`config.mk`:
```
export PLATFORM = sky130hd
export DESIGN_NAME = id_ex_stage
export DESIGN_NICKNAME = d
export VERILOG_FILES = /design/src/rtl/id_ex_stage.sv
export SDC_FILE = /design/constraint.sdc
export NUM_CORES = 1
export LEC_CHECK = 0
export CAP_MARGIN = 20
export CELL_PAD_IN_SITES_DETAIL_PLACEMENT = 0
export CELL_PAD_IN_SITES_GLOBAL_PLACEMENT = 2
export CORE_UTILIZATION = 24
export DETAILED_ROUTE_END_ITERATION = 12
export HOLD_SLACK_MARGIN = 0.06
export PLACE_DENSITY_LB_ADDON = 0.1
export SLEW_MARGIN = 20
export SYNTH_ARGS = -nofsm -noshare
export SYNTH_HDL_FRONTEND = slang
export SYNTH_SLANG_ARGS = --single-unit
```
`constraint.sdc`:
```
create_clock -name clk -period 7.3 [get_ports clk]
set_input_delay 2.19 -clock clk [delete_from_list [all_inputs] [get_ports clk]]
set_output_delay 2.19 -clock clk [all_outputs]
set_load 0.02 [all_outputs]
```
`src/rtl/id_ex_stage.sv`:
```
// ID/EX pipeline register with load-use hazard detection and writeback bypass.
// Optional load-use bubble counter (bubble_count output) enabled by defining ID_EX_PERF_EN.
module id_ex_stage #(
  parameter int ALU_OP_W   = 4,
  parameter int REG_ADDR_W = 5
) (
  input  logic                  clk,
  input  logic                  rst,
  input  logic                  in_valid,
  input  logic                  stall,
  input  logic                  flush,
  input  logic [31:0]           pc,
  input  logic [REG_ADDR_W-1:0] rs1_addr,
  input  logic [REG_ADDR_W-1:0] rs2_addr,
  input  logic [REG_ADDR_W-1:0] rd_addr,
  input  logic [31:0]           rs1_data,
  input  logic [31:0]           rs2_data,
  input  logic [31:0]           imm,
  input  logic [ALU_OP_W-1:0]   alu_op,
  input  logic                  reg_write,
  input  logic                  mem_read,
  input  logic                  mem_write,
  input  logic                  alu_src_imm,
  input  logic                  wb_write_enable,
  input  logic [REG_ADDR_W-1:0] wb_rd_addr,
  input  logic [31:0]           wb_write_data,
  output logic                  ex_valid,
  output logic [31:0]           ex_pc,
  output logic [REG_ADDR_W-1:0] ex_rs1_addr,
  output logic [REG_ADDR_W-1:0] ex_rs2_addr,
  output logic [REG_ADDR_W-1:0] ex_rd_addr,
  output logic [31:0]           ex_rs1_data,
  output logic [31:0]           ex_rs2_data,
  output logic [31:0]           ex_imm,
  output logic [ALU_OP_W-1:0]   ex_alu_op,
  output logic                  ex_reg_write,
  output logic                  ex_mem_read,
  output logic                  ex_mem_write,
  output logic                  ex_alu_src_imm,
`ifdef ID_EX_PERF_EN
  output logic [31:0]           bubble_count,
`endif
  output logic                  load_use_stall
);

  typedef enum logic [1:0] {
    ACT_LOAD   = 2'd0,
    ACT_HOLD   = 2'd1,
    ACT_BUBBLE = 2'd2
  } action_t;

  localparam logic [REG_ADDR_W-1:0] ZERO_ADDR = '0;

  action_t                 action;
  logic                    valid_reg;
  logic [31:0]             pc_reg;
  logic [REG_ADDR_W-1:0]   rs1_addr_reg;
  logic [REG_ADDR_W-1:0]   rs2_addr_reg;
  logic [REG_ADDR_W-1:0]   rd_addr_reg;
  logic [31:0]             imm_reg;
  logic [ALU_OP_W-1:0]     alu_op_reg;
  logic                    reg_write_reg;
  logic                    mem_read_reg;
  logic                    mem_write_reg;
  logic                    alu_src_imm_reg;

  logic [REG_ADDR_W-1:0]   src_addr [2];
  logic [REG_ADDR_W-1:0]   held_addr [2];
  logic [31:0]             src_data [2];
  logic [31:0]             opnd_data [2];

  // Hazard against the instruction currently in EX; independent of flush.
  always_comb begin
    load_use_stall = in_valid && valid_reg && mem_read_reg &&
                     (rd_addr_reg != ZERO_ADDR) &&
                     ((rd_addr_reg == rs1_addr) || (rd_addr_reg == rs2_addr));
  end

  always_comb begin
    action = ACT_LOAD;
    if (flush) begin
      action = ACT_BUBBLE;
    end else if (stall) begin
      action = ACT_HOLD;
    end else if (load_use_stall) begin
      action = ACT_BUBBLE;
    end
  end

  // Bubbles only clear the qualifying bits; payload fields are left as-is.
  always_ff @(posedge clk or posedge rst) begin
    if (rst) begin
      valid_reg       <= 1'b0;
      pc_reg          <= '0;
      rs1_addr_reg    <= '0;
      rs2_addr_reg    <= '0;
      rd_addr_reg     <= '0;
      imm_reg         <= '0;
      alu_op_reg      <= '0;
      reg_write_reg   <= 1'b0;
      mem_read_reg    <= 1'b0;
      mem_write_reg   <= 1'b0;
      alu_src_imm_reg <= 1'b0;
    end else begin
      case (action)
        ACT_BUBBLE: begin
          valid_reg     <= 1'b0;
          reg_write_reg <= 1'b0;
          mem_read_reg  <= 1'b0;
          mem_write_reg <= 1'b0;
        end
        ACT_LOAD: begin
          valid_reg       <= in_valid;
          pc_reg          <= pc;
          rs1_addr_reg    <= rs1_addr;
          rs2_addr_reg    <= rs2_addr;
          rd_addr_reg     <= rd_addr;
          imm_reg         <= imm;
          alu_op_reg      <= alu_op;
          reg_write_reg   <= reg_write && in_valid;
          mem_read_reg    <= mem_read && in_valid;
          mem_write_reg   <= mem_write && in_valid;
          alu_src_imm_reg <= alu_src_imm && in_valid;
        end
        default: begin
        end
      endcase
    end
  end

  assign src_addr[0]  = rs1_addr;
  assign src_addr[1]  = rs2_addr;
  assign src_data[0]  = rs1_data;
  assign src_data[1]  = rs2_data;
  assign held_addr[0] = rs1_addr_reg;
  assign held_addr[1] = rs2_addr_reg;

  // Each source operand picks up a same-cycle writeback, on capture or while held.
  generate
    for (genvar gi = 0; gi < 2; gi++) begin : g_opnd
      logic [31:0] data_reg;
      logic        hit_load;
      logic        hit_hold;

      always_comb begin
        hit_load = wb_write_enable && (wb_rd_addr != ZERO_ADDR) &&
                   (wb_rd_addr == src_addr[gi]);
        hit_hold = wb_write_enable && (wb_rd_addr != ZERO_ADDR) &&
                   (wb_rd_addr == held_addr[gi]);
      end

      always_ff @(posedge clk or posedge rst) begin
        if (rst) begin
          data_reg <= '0;
        end else if (action == ACT_LOAD) begin
          data_reg <= hit_load ? wb_write_data : src_data[gi];
        end else if (action == ACT_HOLD && hit_hold) begin
          data_reg <= wb_write_data;
        end
      end

      assign opnd_data[gi] = data_reg;
    end
  endgenerate

`ifdef ID_EX_PERF_EN
  logic [31:0] bubble_count_reg;

  // Counts only hazard bubbles: flush and stall take priority and are excluded.
  always_ff @(posedge clk or posedge rst) begin
    if (rst) begin
      bubble_count_reg <= '0;
    end else if (!flush && !stall && load_use_stall) begin
      bubble_count_reg <= bubble_count_reg + 32'd1;
    end
  end

  assign bubble_count = bubble_count_reg;
`endif

  assign ex_valid       = valid_reg;
  assign ex_pc          = pc_reg;
  assign ex_rs1_addr    = rs1_addr_reg;
  assign ex_rs2_addr    = rs2_addr_reg;
  assign ex_rd_addr     = rd_addr_reg;
  assign ex_rs1_data    = opnd_data[0];
  assign ex_rs2_data    = opnd_data[1];
  assign ex_imm         = imm_reg;
  assign ex_alu_op      = alu_op_reg;
  assign ex_reg_write   = reg_write_reg;
  assign ex_mem_read    = mem_read_reg;
  assign ex_mem_write   = mem_write_reg;
  assign ex_alu_src_imm = alu_src_imm_reg;

endmodule

```
### Yosys cells after proc, flatten, opt, wreduce, memory -nomap -nowiden

Index checks and enable logic that the tools add are counted.

| operators by class | value |
|---|---|
| add/sub/neg operators | 0 |
| multiply operators | 0 |
| divide/modulo/power cells | 0 |
| magnitude comparators | 0 |
| eq/ne operators | 8 |
| shift operators | 0 |
| muxes and demuxes | 13 |
| bitwise logic cells | 0 |
| reduce and logical (&&, ||, !) cells | 22 |

Operators by type and width:

| cell | number |
|---|---|
| 2-to-1 mux 32 bit | 6 |
| equality test 5 bit | 6 |
| logical AND 1 bit | 15 |
| nonzero test 5 bit | 2 |
| one-hot mux 1 bit (2 select lines) | 4 |
| 2-to-1 mux 2 bit | 3 |
| nonzero test 2 bit | 3 |
| equality test 2 x 1 -> 1 bit (second input constant) | 1 |
| equality test 2 bit (second input constant) | 1 |
| zero test 2 bit | 1 |
| logical OR 1 bit | 1 |

| word-level totals | value |
|---|---|
| bits in registers | 152 |
| latch bits | 0 |
| RAM bits | 0 |
| ROM bits | 0 |
| input port bits | 194 |
| output and inout port bits | 153 |
| logic and storage cells | 56 |
| memories | 0 |

### Depth between registers and ports, before layout

| logic depth | value |
|---|---|
| word-level depth | 11 |
| mapped depth | 8 |
| gate-level depth less buffers | 6 |

### Least setup slack after synthesis

OpenSTA, ideal clock, no wires.

| timing path | value |
|---|---|
| kind | input port to output port |
| from | input port rs2_addr[2] |
| to | output port load_use_stall |
| arrival | 3.060 ns |
| data required time | 5.110 ns |
| setup slack | 2.050 ns |
| stages | 4 |
| path buffers | 0 |
| cell sequence | xor2_1 > nor3_1 > a22oi_1 > nor2_1 |

| between the ends | value |
|---|---|
| cells in the longest elaborated chain, start to end | 3 |

Ends and longest elaborated chain:

| item | RTL line | RTL |
|---|---|---|
| from (decl) | 14 | `input logic [REG_ADDR_W-1:0] rs2_addr,` |
| equality test 5 bit | 76 | `((rd_addr_reg == rs1_addr) \|\| (rd_addr_reg == rs2_addr));` |
| logical OR 1 bit | 76 |  |
| logical AND 1 bit | 75 | `(rd_addr_reg != ZERO_ADDR) &&` |
| to (decl) | 43 | `output logic load_use_stall` |

Every way passes these cells.

### Worst setup path after layout

| timing path | value |
|---|---|
| from | input port rs2_addr[4] |
| to | output port load_use_stall |

The elaborated chain is that of the path after synthesis.

==> impl_results.md <==
* Status: finished clean
* Core footprint at 0.0269 mm²
* Relative slew slack at 0.372
* Initial Util at 0.243
* Area leader, netlist: dfrtp_1
* Max Transition Viols Final at 0
* Num CTS Buffers at 17
* Max FO, Critical Path at 4
* Global-route wire length before repair at around 35000 µm
* Setup TNS at 0 ns
* Mapped cell area at 0.00654 mm²
* Initial DRC Count at 175
* Routed length per placed instance at just under 20 µm
* Die Ht at about 170 µm
* Layout Skew at 0.0133 ns
* Area after DPL at 0.0103 mm²
* Post-CTS Hold Buffers at 0
* Yosys Warn Count at 0
* Die footprint at around 0.028 mm²
* Total grt overflow at 0
* Area grow syn2layout at 68.1%
* Final Instance Area at 0.0110 mm²
* Max-Cap Viols at 0
* Placed Instances at 1130
* Post-Syn Area per Cell at ~14 µm²
* Post-DRT Antenna Nets at 0
* Post-route non-filler standard cell count at 1161
* Post-synthesis sequential area ratio at 0.582
* Highest-delay cell along the critical path: a22oi_1
* Hold Vio Cnt, Final at 0
* Initial antenna violation count at 0
* CP cell instances: clkdlybuf4s50_1, xor2_1, nor3_1, a22oi_1, nor2_1, clkdlybuf4s50_1
* Post-cts resize count at 0
* Worst-skew pair later-pin latency at 0.43 ns
* CTS sink cnt at 152
* Dpl hpwl at 16600 µm
* Storage cell area at between 0.003 and 0.004 mm²
* Residual DRC count at 0
* Post-CTS Setup Repair Bufs at 0
* VDD IR max at 0.000138 V
* GPL Wtd Cong at 0.792
* Num ports at 347
* Highest Clock Rate at 150 MHz
* Multi-input logic area at 0.00257 mm²
* CP peak stage delay at 0.68 ns
* Unique masters post-synth at 33
* FP Rows at 60
* WS Path Type: in2out
* Clock period minus worst slack at roughly 6.7 ns
* Fill cell count at between 2000 and 3000
* Nets at between 1000 and 1500
* Worst slew pin tran at 0.942 ns
* Clock Tree Buf Depth at 2
* Synthesized netlist cell count at 471
* Crit path required time at ~5.1 ns
* Port buffer count at 346
* Clock root buffer: clkbuf_16
* Via count at 5286
* Worst hold margin at 0.479 ns
* CTS tree: yes
* Pwr Density at around 260 mW/mm²
* Post-Route WL at between 20000 and 25000 µm
* HP Class: reg2reg
* Area contributors post-synth: dfrtp_1 58%, mux2_2 14%, a221o_1 9.8%, nor2b_1 6.3%, xnor2_1 2.1%
* Power, Total at 2.82 mW
* Via density per instance at 4.55
* Final period utilization at 0.916
* Most used cell, CP: clkdlybuf4s50_1
* Type of origin of the critical path: primary input
* DIE WIDTH at 167 µm
* Vias in the first global route at 5845
* Worst Setup End Kind: output port
* Final setup viols at 0
* First drt pass iteration count at 4
* Pleak at 4.36 nW
* Inserted Diodes at 0
* Synthesized flop and latch total at between 150 and 200
* Worst EP arrival at ~4.5 ns
* Layout cells sized above 1 at 0.161
* Clock transition at path regs at 0.07 ns
* Unrepaired setup endpoints after global routing: no
* Synth top area share at 0.582
* Total track usage at 0.166
* Largest net degree at the start of global routing at 101
* Mapped Nets at ~670
* CTS HTree Levels at 4
-- worst paths after layout --
path	startpoint	cells past startpoint	end	slack (ns)
min reg2reg	ex_alu_src_imm	2	ex_alu_src_imm	0.48
min in group asynchronous	rst	2	ex_pc[25]	2.32
max reg2reg	ex_rd_addr[4]	6	ex_rs1_data[4]	4.55
max	rs2_addr[4]	6	load_use_stall	0.61
min	ex_alu_src_imm	2	ex_alu_src_imm	0.48
max in group asynchronous	rst	3	ex_rs1_data[22]	3.68
-- power breakdown --
group	switching [mW]	internal, mW
registers	0.0780	0.964
logic	0.337	0.418
clock network	0.405	0.618
-- worst max-delay path, delay by kind of cell --
family,cells,cell delay (ns)
buffers and inverters,2,1.15
XOR/XNOR,1,0.20
AO/OA/AOI/OAI,1,0.68
AND/OR/NAND/NOR,2,0.27
-- per-stage QoR --
| stage | util | worst slack, ns |
|---|---|---|
| after global placement | 0.384 | 0.660 |
| final | 0.409 | 0.615 |
| after floorplan | - | 1.02 |
| after CTS | 0.409 | 0.620 |
| after global routing | 0.409 | 0.509 |
| after detailed placement | 0.384 | 0.620 |
-- per-layer routing --
layer | vias up | wire [µm] | GRT usage
li1 | 2400 | - | -
met1 | 2646 | 9330 | 0.195
met2 | 223 | 11000 | 0.271
met3 | 17 | 2340 | 0.0808
met4 | 0 | 268 | 0.0403
met5 | - | 0 | 0
-- kinds of logic (layout without fill, tap and decap cells) --
family / count (synthesis) / in the layout / synth area share
DFF: 152 / 152 / 0.582
and+or+nand+nor: 92 / 92 / 0.0853
muxes: 83 / 83 / 0.143
AOI/OAI and AO/OA: 78 / 78 / 0.120
buffers and inverters: 36 / 385 / 0.0299
xor gates and xnor gates: 30 / 30 / 0.0402
-- layout make-up --
| class | count | area share |
|---|---|---|
| Clock buffer | 17 | 0.0387 |
| Tap cell | 341 | 0.0388 |
| Clock inverter | 14 | 0.0214 |
| Multi-Input combinational cell | 283 | 0.234 |
| Inverter | 2 | 0.00114 |
| Timing Repair Buffer | 352 | 0.320 |
| Sequential cell | 152 | 0.346 |
-- synthesized netlist by cell type --
library cell,number
dfrtp_1,152
mux2_2,83
nor2b_1,66
a221o_1,64
clkbuf_1,20
xnor2_1,16
xor2_1,14
buf_6,7
nor2_1,7
buf_2,6
nor3_1,4
a32o_1,3
a211oi_2,2
inv_1,2
nand2_1,2
nand3_1,2
nand4_1,2
nor4_1,2
nor4b_1,2
o211ai_2,2
a22oi_1,1
and2_1,1
buf_1,1
nor3b_1,1
o2111ai_2,1
o211ai_1,1
o21a_1,1
o21ai_0,1
o21ba_2,1
o21bai_2,1
or2_0,1
or4_1,1
or4_4,1
-- cell usage in the layout (no fill, tap or decap), types with 3 or more instances in the layout --
cell,n
a221o_1,64
a32o_1,3
buf_4,5
bufinv_16,5
clkbuf_16,17
clkdlybuf4s50_1,346
dfrtp_1,152
inv_6,5
inv_8,3
mux2_2,83
nor2_1,5
nor2b_1,65
nor3_1,4
xnor2_1,16
xor2_1,14
-- flip-flops by register name, indices dropped and copies added, names as in the netlist --
register and cells:
ex_rd_addr 5, ex_alu_op 4, ex_pc 32, ex_mem_write 1, ex_alu_src_imm 1, ex_rs1_addr 5, ex_rs2_data 32, ex_reg_write 1
ex_rs2_addr 5, ex_imm 32, ex_valid 1, ex_rs1_data 32, ex_mem_read 1
No activity file was read; power rests on OpenSTA's default activity.
